==> src/rtl/matmul_pkg.sv <==
// Shared definitions for the matmul array: drain FSM states and the per-module
// result slice width shared with the multi-module wrapper.
package matmul_pkg;

    typedef enum logic [0:0] {
        ST_IDLE = 1'b0,
        ST_SEND = 1'b1
    } drain_state_e;

    function automatic int calc_slice_w(
        input int width_out,
        input int chunk_size,
        input int cores_a,
        input int cores_b
    );
        return width_out * chunk_size * cores_a * cores_b;
    endfunction

endpackage

==> src/rtl/matmul_out_drain_if.sv <==
// Valid/ready stream carrying one matmul module result slice per beat.
interface matmul_out_drain_if #(
    parameter int SLICE_W = 256,
    parameter int BEAT_W  = 1
);
    logic               m_valid;
    logic               m_ready;
    logic [SLICE_W-1:0] m_data;
    logic [BEAT_W-1:0]  m_beat;
    logic               m_last;

    modport master (output m_valid, output m_data, output m_beat, output m_last, input m_ready);
    modport slave  (input m_valid, input m_data, input m_beat, input m_last, output m_ready);
endinterface

==> src/rtl/matmul_out_drain.sv <==
// Captures the wide matmul result bus on a rising accumulator-done edge and
// streams it out one module slice per beat, module 0 first.
module matmul_out_drain
    import matmul_pkg::*;
#(
    parameter int WIDTH_OUT     = 16,
    parameter int CHUNK_SIZE    = 4,
    parameter int NUM_CORES_A   = 4,
    parameter int NUM_CORES_B   = 1,
    parameter int TOTAL_MODULES = 2,
    localparam int SLICE_W      = calc_slice_w(WIDTH_OUT, CHUNK_SIZE, NUM_CORES_A, NUM_CORES_B),
    localparam int BUS_W        = SLICE_W * TOTAL_MODULES,
    localparam int BEAT_W       = (TOTAL_MODULES > 1) ? $clog2(TOTAL_MODULES) : 1
) (
    input  logic                     clk,
    input  logic                     rst,
    input  logic                     acc_done_modules,
    input  logic [BUS_W-1:0]         in_result,
    matmul_out_drain_if.master       m,
    output logic                     busy,
    output logic                     overflow
);

    localparam logic [0:0] IDLE = 1'(ST_IDLE);
    localparam logic [0:0] SEND = 1'(ST_SEND);
    localparam logic [BEAT_W-1:0] LAST_BEAT = BEAT_W'(TOTAL_MODULES - 1);

    logic [0:0]        state_r;
    logic              done_q_r;
    logic [BUS_W-1:0]  buf_r;
    logic [BEAT_W-1:0] beat_r;
    logic              overflow_r;
    logic              cap_s;
    logic              last_s;

    assign cap_s  = acc_done_modules & ~done_q_r;
    assign last_s = (beat_r == LAST_BEAT);

    // Stream outputs come straight from registered state; m_ready never reaches m_data.
    assign m.m_valid = (state_r == SEND);
    assign m.m_data  = buf_r[beat_r * SLICE_W +: SLICE_W];
    assign m.m_beat  = beat_r;
    assign m.m_last  = (state_r == SEND) & last_s;
    assign busy      = (state_r == SEND);
    assign overflow  = overflow_r;

    // Edge detect, capture buffer, beat counter and drain FSM.
    always_ff @(posedge clk or posedge rst) begin
        if (rst) begin
            state_r    <= IDLE;
            done_q_r   <= 1'b0;
            buf_r      <= {BUS_W{1'b0}};
            beat_r     <= {BEAT_W{1'b0}};
            overflow_r <= 1'b0;
        end else begin
            done_q_r <= acc_done_modules;
            case (state_r)
                IDLE: begin
                    if (cap_s) begin
                        buf_r   <= in_result;
                        beat_r  <= {BEAT_W{1'b0}};
                        state_r <= SEND;
                    end else begin
                        beat_r  <= {BEAT_W{1'b0}};
                    end
                end
                SEND: begin
                    if (m.m_ready) begin
                        if (last_s) begin
                            // A capture landing on the final beat chains directly into the next result.
                            beat_r <= {BEAT_W{1'b0}};
                            if (cap_s) begin
                                buf_r <= in_result;
                            end else begin
                                state_r <= IDLE;
                            end
                        end else begin
                            beat_r <= beat_r + BEAT_W'(1);
                            if (cap_s) begin
                                overflow_r <= 1'b1;
                            end else begin
                                overflow_r <= overflow_r;
                            end
                        end
                    end else if (cap_s) begin
                        overflow_r <= 1'b1;
                    end else begin
                        overflow_r <= overflow_r;
                    end
                end
                default: begin
                    state_r <= IDLE;
                    beat_r  <= {BEAT_W{1'b0}};
                end
            endcase
        end
    end

endmodule
==> src/flat_wrapper.sv <==
// flat-port wrapper written by rule: the top's interface ports become plain ports
module matmul_out_drain_flat import matmul_pkg::*;
#(
    parameter int WIDTH_OUT     = 16,
    parameter int CHUNK_SIZE    = 4,
    parameter int NUM_CORES_A   = 4,
    parameter int NUM_CORES_B   = 1,
    parameter int TOTAL_MODULES = 2,
    localparam int SLICE_W      = calc_slice_w(WIDTH_OUT, CHUNK_SIZE, NUM_CORES_A, NUM_CORES_B),
    localparam int BUS_W        = SLICE_W * TOTAL_MODULES,
    localparam int BEAT_W       = (TOTAL_MODULES > 1) ? $clog2(TOTAL_MODULES) : 1
)
  (clk, rst, acc_done_modules, in_result, busy, overflow, m_m_valid, m_m_data, m_m_beat, m_m_last, m_m_ready);
  matmul_out_drain_if m_i ();
  input  logic clk;
  input  logic rst;
  input  logic acc_done_modules;
  input  logic [BUS_W-1:0] in_result;
  output logic busy;
  output logic overflow;
  output wire logic [$bits(m_i.m_valid)-1:0] m_m_valid;
  output wire logic [$bits(m_i.m_data)-1:0] m_m_data;
  output wire logic [$bits(m_i.m_beat)-1:0] m_m_beat;
  output wire logic [$bits(m_i.m_last)-1:0] m_m_last;
  input wire logic [$bits(m_i.m_ready)-1:0] m_m_ready;
  assign m_m_valid = m_i.m_valid;
  assign m_m_data = m_i.m_data;
  assign m_m_beat = m_i.m_beat;
  assign m_m_last = m_i.m_last;
  assign m_i.m_ready = m_m_ready;
  matmul_out_drain #(.WIDTH_OUT(WIDTH_OUT), .CHUNK_SIZE(CHUNK_SIZE), .NUM_CORES_A(NUM_CORES_A), .NUM_CORES_B(NUM_CORES_B), .TOTAL_MODULES(TOTAL_MODULES)) u_core (.clk(clk), .rst(rst), .acc_done_modules(acc_done_modules), .in_result(in_result), .m(m_i), .busy(busy), .overflow(overflow));
endmodule
==> config.mk <==
export PLATFORM = sky130hd
export DESIGN_NAME = matmul_out_drain_flat
export DESIGN_NICKNAME = d
export VERILOG_FILES = /design/src/rtl/matmul_pkg.sv /design/src/rtl/matmul_out_drain_if.sv /design/src/rtl/matmul_out_drain.sv /design/src/flat_wrapper.sv
export SDC_FILE = /design/constraint.sdc
export NUM_CORES = 1
export LEC_CHECK = 0
export CAP_MARGIN = 20
export CORE_AREA = 4 4 297 299
export CTS_BUF_LIST = sky130_fd_sc_hd__clkbuf_2 sky130_fd_sc_hd__clkbuf_4 sky130_fd_sc_hd__clkbuf_8
export DETAILED_ROUTE_END_ITERATION = 16
export DIE_AREA = 0 0 301 303
export PLACE_DENSITY_LB_ADDON = 0.15
export SLEW_MARGIN = 20
export SYNTH_ARGS = -nofsm -noshare
export SYNTH_HDL_FRONTEND = slang
export SYNTH_SLANG_ARGS = --single-unit
==> constraint.sdc <==
create_clock -name clk -period 37.6 [get_ports clk]
set_clock_uncertainty 0.15 [all_clocks]
set_input_delay 3.76 -clock clk [delete_from_list [all_inputs] [get_ports clk]]
set_output_delay 3.76 -clock clk [all_outputs]
set_load 0.01 [all_outputs]
# After elaboration in Yosys (flattened, before gate mapping)
# Cells that the tools add are included.
classes:
  addsub: 1
  n_eq_ne: 3
  shifts: 1
  mux: 14
  bitwise_logic: 4
  n_reduce_logical: 2
op_table:
  columns: ["cell", "count"]
  rows:
  - ["$mux W512", 3]
  - ["$pmux W512 S2", 1]
  - ["$shiftx A512 B10 Y256", 1]
  - ["$mux W1", 8]
  - ["$ne A2 B2 Y1 const B", 3]
  - ["$pmux W1 S2", 2]
  - ["$reduce_and A2 Y1", 2]
  - ["$and A1 B1 Y1", 2]
  - ["$not A1 Y1", 2]
  - ["$add A1 B1 Y1 const B", 1]
word_totals:
  regBits: 516
  input_bits: 516
  output_inout_bits: 261
  word_cells: 30

# Depth between registers and ports, before layout
# Gate-level depths: netlist of run 1.
depth:
  ltp_word: 6
  ltp_mapped: 6
  mapped_depth_nobuf: 3

# Worst setup path before layout of run 1
# OpenSTA, ideal clock, no wires.
synth_timing:
  path_kind: "reg-to-output"
  start: "register u_core.beat_r (netlist: u_core.m.m_beat)"
  end: "output port m_m_data[220]"
  arrival_time_ps: 1508
  required_time_ps: 33690
  path_slack_ps: 32182
  path_stages_with_launch: 5
  path_buffers: 3
  cell_sequence: "dfrtp_1 buf_2 clkbuf_1 buf_2 mux2_2"
synth_between:
  elab_chain_len: 1
synth_rtl:
  columns: ["element", "line", "source"]
  rows:
  - ["from (decl)", "matmul_out_drain.sv:31", "logic [BEAT_W-1:0] beat_r;"]
  - ["from (signal assigned)", "matmul_out_drain.sv:53", "beat_r <= {BEAT_W{1'b0}};"]
  - ["from (signal assigned)", "matmul_out_drain.sv:61", "beat_r <= {BEAT_W{1'b0}};"]
  - ["from (signal assigned)", "matmul_out_drain.sv:64", "beat_r <= {BEAT_W{1'b0}};"]
  - ["$shiftx A512 B10 Y256", "matmul_out_drain.sv:41", "assign m.m_data = buf_r[beat_r * SLICE_W +: SLICE_W];"]
  - ["to (decl)", "flat_wrapper.sv:22", "output wire logic [$bits(m_i.m_data)-1:0] m_m_data;"]
# Every way passes these cells.

# Worst setup path in the final report of run 1
layout_timing:
  start: "input port m_m_ready"
  end: "register u_core.buf_r[136]"
layout_between:
  elab_chain_len: 2
layout_rtl:
  columns: ["element", "line", "source"]
  rows:
  - ["from (decl)", "flat_wrapper.sv:25", "input wire logic [$bits(m_i.m_ready)-1:0] m_m_ready;"]
  - ["$ne A2 B2 Y1 (no line)", null, null]
  - ["$reduce_and A2 Y1 (no line)", null, null]
  - ["to (signal assigned)", "matmul_out_drain.sv:52", "buf_r <= {BUS_W{1'b0}};"]
  - ["to (signal assigned)", "matmul_out_drain.sv:60", "buf_r <= in_result;"]
  - ["to (signal assigned)", "matmul_out_drain.sv:73", "buf_r <= in_result;"]
  - ["to (decl)", "matmul_out_drain.sv:30", "logic [BUS_W-1:0] buf_r;"]
# Every way passes these cells.
# A chain may end at the register's enable or synchronous reset.

==> impl_results.md, run 1 <==
* Type of the worst min-delay path: reg2reg
* Largest net degree at the start of global routing at 151
* Post-synthesis sequential area ratio at 58.2%
* Die ar. at 91,200 sq um
* WL/cell at 21.0 um
* Initial DRC count at 436
* Share of cells above drive strength 1 at 21.3%
* LEAKAGE at 13.5 nW
* IO buf count at 776
* Commonest non-fill, non-tap cell in the layout: clkdlybuf4s50_1
* CTS Root Cell: clkbuf_8
* Slew margin rel. at 27.1%
* Post-CTS Hold Fix Bufs at 0
* Nets at 2,701
* Grt total ovfl at 0
* Mapped Area at 22,200 sq um
* Final setup viols at 0
* Reg2Reg Depth at 7
* GP Congestion at 0.786
* CP Capture Type: flop
* Die W at 301 um
* Post-DP HPWL at 52.5 mm
* Initial antenna violation count at 35
* Terminus of the critical flop-to-flop path: u_core.buf_r[136]
* Total Wirelength at 72.0 mm
* FMAX at 0.116 GHz
* CP Class: in2reg
* Syn Inst Count at 1,380
* Vias in the first global route at 16.5k
* Yosys cell types at 13
* Initial core utilization at 26.1%
* Syn Area/Cell at 16.1 sq um
* CTS-repair resized insts at 0
* Final Max Slew Viols at 0
* PwrDens at 84.1 nW/um^2
* Tightest Pin Transition at 1.09 ns
* CTS Buf Count at 99
* Setup TNS at 0 ns
* Worst R2R Start: u_core.m.m_beat
* WHS Endpoint: u_core.buf_r[476]
* Vias per inst at 4.28
* Worst-skew pair later-pin latency at 0.67 ns
* Max_cap viols at 0
* Core area at 85,100 sq um
* Syn Nets at 1,896
* CP Launch Type: input pin
* Multi-input gate area at 8710 sq um
* Clock Sinks at 516
* Critical Path RT at 37.96 ns
* Yosys warning total at 0
* Maximum VDD drop at 0.0545 mV
* Status: complete, no violations
* Reg area at 12,900 sq um
* FF-to-FF setup slack at 31.48 ns
* Area Growth Syn to Fin at 49.6%
* RSZ-0062 raised after global routing: false
* DRT Pass-1 Iters at 4
* Crit path time final at 8.59 ns
* Fin worst setup slack at 29.01 ns
* Fillers at 8,063
* Via count at 14.7k
* Hold depth at 1
* DIE HEIGHT at 303 um
* Row Count at 107
* Clk buf depth at 3
* Reg clk slew, reported paths at 0.06 ns
* Hold path startpoint: u_core.buf_r[476]
* Dpl ws at 27.96 ns
* I/O pin count at 777
* Commonest cells after routing, fill and taps aside: clkdlybuf4s50_1, dfrtp_1, mux2_1
* Post-DRT Antenna Nets at 0
* #FFs+latches synth at 516
* DRC viols at 0
* First-pass GRT wire length at 104 mm
* CTS tree: done
* Final period util at 22.8%
* Gr usage total at 15.1%
* Hold Vio Cnt, Final at 0
* CTS H-Tree Depth at 3
* Worst-path maximum fanout at 83
* Post-CTS Setup Inserts at 0
* Crit path arrival time at 8.95 ns
## registers in the layout (all words and copies together) (netlist names)
| name | flops |
|---|---|
| u_core.buf_r | 512 |
| u_core.busy | 1 |
| u_core.overflow | 1 |
| u_core.m.m_beat | 1 |
| u_core.done_q_r | 1 |
## cell type report
type,instances,area share (%)
Sequential cell,516,38.9
Clock inverter,16,0.460
Antenna cell,28,0.211
Clock buffer,160,5.98
Tap cell,1144,4.31
Inverter,1,0.0339
Multi-Input combinational cell,777,26.3
Timing Repair Buffer,790,23.8
## per-layer routing
layer,track usage [%],wire length (um)
met1,14.9,24600
met2,26.9,37600
met3,6.81,6910
met4,7.42,2790
met5,0,111
## critical path, cell delays in order
cell and delay, ns:
clkdlybuf4s50_1 0.50, nand2_1 0.12, a21oi_4 0.87, buf_6 0.72
buf_4 0.78, buf_4 0.74, buf_4 0.91, mux2_1 0.39
## power breakdown
part / internal [mW] / total [mW] / leakage, nW / switching (mW)
Sequential: 0.838 / 0.977 / 6.09 / 0.139
Clock: 0.347 / 0.591 / 1.14 / 0.245
Combinational: 0.739 / 1.22 / 6.22 / 0.482
Total: 1.92 / 2.79 / 13.5 / 0.866
## cells in the mapped netlist (all sizes together)
cell type	n	area, sq um
mux2	768	8650
dfrtp	516	12900
buf	80	536
clkbuf	6	22.5
nand2	3	11.3
and2	2	12.5
a21oi	1	16.3
inv	1	3.75
nand2b	1	6.26
o21bai	1	7.51
xor2	1	8.76
## worst max path at each step
| stage | start | end | slack (ns) | depth (start not counted) |
|---|---|---|---|---|
| after global placement | m_m_ready | u_core.buf_r[356] | 28.08 | 8 |
| after floorplan | rst | u_core.buf_r[0] | 19.28 | 1 |
| after CTS | m_m_ready | u_core.buf_r[397] | 28.71 | 8 |
| final | m_m_ready | u_core.buf_r[136] | 29.01 | 8 |
| after global routing | m_m_ready | u_core.buf_r[389] | 28.64 | 8 |
| after detailed placement | m_m_ready | u_core.buf_r[363] | 27.96 | 8 |
## stage by stage
stage          util (%)  power (mW)  area [sq um]  cells  hold slack (ns)
2_1_floorplan         -        1.58         22200   1380            0.302
3_3_place_gp       36.4        2.20         31000   3228            0.311
3_5_place_dp       36.4        2.23         31000   3228            0.318
4_1_cts            38.9        2.85         33100   3404            0.331
5_1_grt            39.0        2.96         33200   3426            0.339
6_report           39.0        2.79         33200   3432            0.328
## logic make-up (layout without fill, tap and decap cells)
family / Yosys count / in the layout / synth area share (%)
compound gates: 2 / 2 / 0.107
buf+inv: 87 / 967 / 2.53
other cells: 0 / 28 / 0
flops: 516 / 516 / 58.2
mux: 768 / 768 / 39.0
simple gates: 6 / 6 / 0.135
xor+xnor: 1 / 1 / 0.0395
Note: power is estimated with default switching activity, not from simulation.
==> run 2: changes to the inputs <==
- clock period: 37.6 -> 7.35 ns (I/O delays scaled with it)
==> impl_results.md, run 2 (synthesis results as in run 1) <==
* Status: complete, no violations (unchanged)
* Finished Layout Cells at 3,413 (was 3,432)
* Die W at 301 um (unchanged)
* Commonest non-fill, non-tap cell in the layout: clkdlybuf4s50_1 (unchanged)
* WL/cell at 20.9 um (was 21.0 um)
* PwrDens at 429 nW/um^2 (was 84.1 nW/um^2)
* DIE HEIGHT at 303 um (unchanged)
* CTS Root Cell: clkbuf_8 (unchanged)
* FMAX at 0.230 GHz
* Hold path startpoint: u_core.buf_r[155] (was u_core.buf_r[476])
* Crit-path slowest cell: dfrtp_4 (was buf_4)
* LEAKAGE at 13.4 nW (was 13.5 nW)
* Final period util at 59.1%
* CP Class: reg2out (was in2reg)
* Total Wirelength at 71.4 mm (was 72.0 mm)
* Hold Vio Cnt, Final at 0 (unchanged)
* Initial antenna violation count at 21 (was 35)
* Max stage delay on crit path at 0.92 ns (was 0.91 ns)
* Crit path buf inv count at 2 (was 5)
* Tightest Pin Transition at 1.01 ns (was 1.09 ns)
* Area Growth Syn to Fin at 49.5% (was 49.6%)
* CP Launch Type: flop (was input pin)
* Largest Register: u_core.buf_r (unchanged)
* Hold depth at 1 (unchanged)
* DRC viols at 0 (unchanged)
* Critical Path RT at 6.46 ns (was 37.96 ns)
* Initial DRC count at 426 (was 436)
* Vias in the first global route at 16.6k (was 16.5k)
* CTS tree: done (unchanged)
* Crit path arrival time at 3.46 ns (was 8.95 ns)
* CTS H-Tree Depth at 3 (unchanged)
* RSZ-0062 raised after global routing: false (unchanged)
* Worst setup path startpoint: u_core.m.m_beat (was m_m_ready)
* Fillers at 8,116 (was 8,063)
* IO buf count at 776 (unchanged)
* Die ar. at 91,200 sq um (unchanged)
* CTS-repair resized insts at 0 (unchanged)
* First-pass GRT wire length at 105 mm (was 104 mm)
* Reg area at 12,900 sq um (unchanged)
* Grt total ovfl at 0 (unchanged)
* Final design utilization at 38.9% (was 39.0%)
* FF-to-FF setup slack at 3.73 ns (was 31.48 ns)
* Max FFs per register at 512 (unchanged)
* Vias per inst at 4.26 (was 4.28)
* Reg clk slew, reported paths at 0.06 ns (about the same)
* Placed cells at 3,232 (was 3,228)
* Final Max Slew Viols at 0 (unchanged)
* Worst-skew pair later-pin latency at 0.65 ns (was 0.67 ns)
* CTS Buf Count at 99 (unchanged)
* DRT Pass-1 Iters at 4 (unchanged)
* Maximum VDD drop at 0.200 mV (was 0.0545 mV)
* Row Count at 107 (unchanged)
* Core area at 85,100 sq um (unchanged)
* Max_cap viols at 0 (unchanged)
* Post-DP HPWL at 52.1 mm (was 52.5 mm)
* Worst R2R Start: u_core.m.m_beat (unchanged)
* Commonest cells after routing, fill and taps aside: clkdlybuf4s50_1, dfrtp_1, mux2_1 (unchanged)
* Gr usage total at 15.1% (about the same)
* Via count at 14.6k (was 14.7k)
* Post-DRT Antenna Nets at 0 (unchanged)
* Share of cells above drive strength 1 at 21.2% (was 21.3%)
* Worst path cell trace: buf_4, mux2_2, clkdlybuf4s50_1 (was clkdlybuf4s50_1, nand2_1, a21oi_4, buf_6, buf_4, buf_4, buf_4, mux2_1)
* WHS Endpoint: u_core.buf_r[155] (was u_core.buf_r[476])
* CP Capture Type: output pin (was flop)
* Post-CTS Hold Fix Bufs at 0 (unchanged)
* Post-CTS Setup Inserts at 0 (unchanged)
* Final setup viols at 0 (unchanged)
* Largest net degree at the start of global routing at 160 (was 151)
* Clock Sinks at 516 (unchanged)
* Kind of cell adding the most delay to the critical path: buffers and inverters (unchanged)
* Clk buf depth at 3 (unchanged)
* GP Congestion at 0.785 (was 0.786)
* Type of the worst min-delay path: reg2reg (unchanged)
* Nets at 2,705 (was 2,701)
* Crit path time final at 4.35 ns
* Slew margin rel. at 32.9% (was 27.1%)
* Multi-input gate area at 8710 sq um (unchanged)
* I/O pin count at 777 (unchanged)
* Reg2Reg Depth at 5 (was 7)
* Terminus of the critical flop-to-flop path: u_core.buf_r[385] (was u_core.buf_r[136])
* Initial core utilization at 26.1% (unchanged)
* Worst-path maximum fanout at 62 (was 83)
run 2: cell count changes in the layout (fill, tap and decap cells not counted):
cell / previous run / this run
buf_12: 2 / 7
buf_4: 10 / 11
buf_6: 2 / 0
clkbuf_4: 35 / 44
clkbuf_8: 125 / 116
clkinv_2: 9 / 3
clkinv_8: 0 / 4
clkinvlp_4: 1 / 2
diode_2: 28 / 11
inv_6: 2 / 0
inv_8: 3 / 0
run 2: stage by stage:
| stage | instance area [sq um] | TNS (ns) | setup WS (ns) | total power [mW] | hold WS (ns) |
|---|---|---|---|---|---|
| 3_3_place_gp | 31100 | 0 | 3.52 | 11.2 | 0.311 |
| 2_1_floorplan | 22200 | -280.33 | -0.543 | 8.06 | 0.302 |
| 4_1_cts | 33100 | 0 | 2.84 | 14.5 | 0.313 |
| 3_5_place_dp | 31100 | 0 | 3.48 | 11.4 | 0.318 |
| 6_report | 33200 | 0 | 3.00 | 14.2 | 0.326 |
| 5_1_grt | 33200 | 0 | 2.78 | 15.1 | 0.337 |
run 2: metal layers:
metal,vias up,wire length (um),track usage [%]
li1,6589,-,-
met1,7298,24800,15.4
met2,504,37600,27.6
met3,143,6610,6.53
met4,18,2210,5.48
met5,-,111,0
run 2: cell type report:
| cell class | count | area share, % |
|---|---|---|
| Multi-Input combinational cell | 777 | 26.3 |
| Antenna cell | 11 | 0.0830 |
| Inverter | 1 | 0.0226 |
| Timing Repair Buffer | 794 | 24.1 |
| Clock inverter | 10 | 0.445 |
| Clock buffer | 160 | 5.81 |
| Sequential cell | 516 | 39.0 |
| Tap cell | 1144 | 4.32 |
run 2: worst reg2reg max path: stages (launching register included):
cell and delay (ns):
dfrtp_4 0.92, nand2_1 0.25, a21oi_4 0.77, buf_4 0.43, buf_12 0.45, mux2_1 0.53
run 2: how the worst max path moves through the flow:
stage | endpoint | slack, ns | cells after the start
finish | m_m_data[124] | 3.00 | 3
global placement | u_core.buf_r[126] | 3.52 | 6
global route | m_m_data[96] | 2.78 | 3
detailed placement | u_core.buf_r[393] | 3.48 | 6
floorplan | u_core.buf_r[0] | -0.54 | 1
CTS | m_m_data[123] | 2.84 | 3
run 2: report_power, final:
group          leakage, nW  internal [mW]  total [mW]  switching (mW)
registers             6.09           4.29        5.00           0.715
clock network         1.10           1.72        2.97            1.25
logic                 6.26           3.79        6.24            2.45
total                 13.4           9.79        14.2            4.41
==> run 3: changes to the inputs <==
- clock period: 7.35 -> 4.09 ns (I/O delays scaled with it)
==> impl_results.md, run 3 (synthesis results as in run 1) <==
* WL/cell at 21.0 um (was 20.9 um)
* IO buf count at 776 (unchanged)
* CTS Buf Count at 98 (was 99)
* DRT Pass-1 Iters at 6 (was 4)
* Multi-input gate area at 8710 sq um (unchanged)
* Die W at 301 um (unchanged)
* CTS Root Cell: clkbuf_8 (unchanged)
* CP Capture Type: output pin (unchanged)
* Met1 global-route usage at 15.9% (was 15.4%)
* Hold Vio Cnt, Final at 0 (unchanged)
* Largest Register: u_core.buf_r (unchanged)
* Die ar. at 91,200 sq um (unchanged)
* Clock Sinks at 516 (unchanged)
* First-pass GRT wire length at 106 mm (was 105 mm)
* Critical Path RT at 3.53 ns (was 6.46 ns)
* Final Max Slew Viols at 0 (unchanged)
* Total Wirelength at 72.1 mm (was 71.4 mm)
* Gr usage total at 15.4% (was 15.1%)
* Clk buf depth at 3 (unchanged)
* Placed cells at 3,245 (was 3,232)
* Share of cells above drive strength 1 at 21.8% (was 21.2%)
* Max_cap viols at 0 (unchanged)
* Post-CTS Setup Inserts at 0 (unchanged)
* CP Class: reg2out (unchanged)
* Status: complete, no violations (unchanged)
* CTS tree: done (unchanged)
* CP Launch Type: flop (unchanged)
* Initial antenna violation count at 29 (was 21)
* LEAKAGE at 13.5 nW (was 13.4 nW)
* DIE HEIGHT at 303 um (unchanged)
* Finished Layout Cells at 3,443 (was 3,413)
* FMAX at 0.291 GHz
* Post-DP HPWL at 53.1 mm (was 52.1 mm)
* Max stage delay on crit path at 0.70 ns (was 0.92 ns)
* Area Growth Syn to Fin at 50.4% (was 49.5%)
* Commonest non-fill, non-tap cell in the layout: clkdlybuf4s50_1 (unchanged)
* Met3 usage at 6.48% (was 6.53%)
* Layer with the highest usage: met2 (unchanged)
* GRT met2 Usage at 27.4% (was 27.6%)
* Reg area at 12,900 sq um (unchanged)
* PwrDens at 768 nW/um^2 (was 429 nW/um^2)
* Commonest cells after routing, fill and taps aside: clkdlybuf4s50_1, dfrtp_1, mux2_1 (unchanged)
* Core area at 85,100 sq um (unchanged)
* Pwr Total at 25.6 mW (was 14.2 mW)
* RSZ-0062 raised after global routing: false (unchanged)
* Largest net degree at the start of global routing at 127 (was 160)
* Grt total ovfl at 0 (unchanged)
* Initial core utilization at 26.1% (unchanged)
* Max FFs per register at 512 (unchanged)
* Fillers at 8,119 (was 8,116)
* CTS-repair resized insts at 0 (unchanged)
* Worst path cell trace: buf_12, mux2_2, clkdlybuf4s50_1 (was buf_4, mux2_2, clkdlybuf4s50_1)
* Vias in the first global route at 17.1k (was 16.6k)
* Fin worst setup slack at 0.652 ns (was 3.00 ns)
* Worst-path maximum fanout at 76 (was 62)
* Crit path arrival time at 2.88 ns (was 3.46 ns)
* Slew margin rel. at 39.5% (was 32.9%)
* Dpl ws at 1.32 ns (was 3.48 ns)
* Crit path time final at 3.44 ns
* Crit-path slowest cell: dfrtp_4 (unchanged)
* Post-CTS Hold Fix Bufs at 2 (was 0)
* CTS H-Tree Depth at 3 (unchanged)
* Nets at 2,719 (was 2,705)
* Row Count at 107 (unchanged)
* DRC viols at 0 (unchanged)
* Type of the worst min-delay path: in2reg (was reg2reg)
* Vias per inst at 4.25 (was 4.26)
* Final setup viols at 0 (unchanged)
* Hold Worst Slack at 0.143 ns (was 0.326 ns)
* I/O pin count at 777 (unchanged)
* Worst R2R Start: u_core.m.m_beat (unchanged)
* Worst-skew pair later-pin latency at 0.67 ns (was 0.65 ns)
* Tightest Pin Transition at 0.907 ns (was 1.01 ns)
* Final design utilization at 39.2% (was 38.9%)
* Reg clk slew, reported paths at 0.06 ns (about the same)
* Via count at 14.6k (about the same)
* Initial DRC count at 447 (was 426)
* Worst setup path startpoint: u_core.m.m_beat (unchanged)
* Hold path startpoint: in_result[161] (was u_core.buf_r[155])
* Maximum VDD drop at 0.509 mV (was 0.200 mV)
* GP Congestion at 0.803 (was 0.785)
* Post-DRT Antenna Nets at 0 (unchanged)
* Final period util at 84.0%
## run 3: changes by cell type in the layout (fill, tap and decap cells not counted), sizes merged
cell / before / now
dlygate4sd3: 0 / 2
diode: 11 / 22
inv: 0 / 2
clkinvlp: 2 / 5
buf: 18 / 31
bufinv: 2 / 1
## run 3: path summary, 6_finish.rpt
path	endpoint	slack (ns)	cells past startpoint
max	m_m_data[140]	0.65	3
min	u_core.buf_r[161]	0.14	2
max reg2reg	u_core.buf_r[123]	1.47	5
min reg2reg	u_core.buf_r[485]	0.33	1
max in group asynchronous	u_core.buf_r[442]	1.97	4
min in group asynchronous	u_core.buf_r[220]	0.53	3
## run 3: power by group
group	total [mW]	switching, mW	internal, mW	leakage [nW]
Combinational	11.3	4.45	6.85	6.34
Clock	5.33	2.27	3.06	1.10
Sequential	8.98	1.28	7.71	6.09
## run 3: layout make-up
class	count	share of cell area, %
timing repair buffer	809	24.5
inverter	1	0.0225
sequential	516	38.7
clock buffer	160	5.83
multi-input combinational	777	26.1
clock inverter	14	0.413
tap	1144	4.29
antenna	22	0.165
## run 3: stage by stage
stage	instance area (sq um)	TNS, ns
final	33400	0
after global routing	33400	0
after CTS	33300	0
after detailed placement	31200	0
after global placement	31200	0
after floorplan	22200	-1794.27
## run 3: layer usage
layer | wire, um | up-vias
li1 | - | 6637
met1 | 25500 | 7341
met2 | 37800 | 498
met3 | 6330 | 149
met4 | 2340 | 16
met5 | 113 | -
## run 3: worst max-delay path: cells and delay by family, from the launching register on
family | cells | cell delay (ns)
multiplexers | 1 | 0.41
buffers and inverters | 2 | 0.86
flip-flops | 1 | 0.70
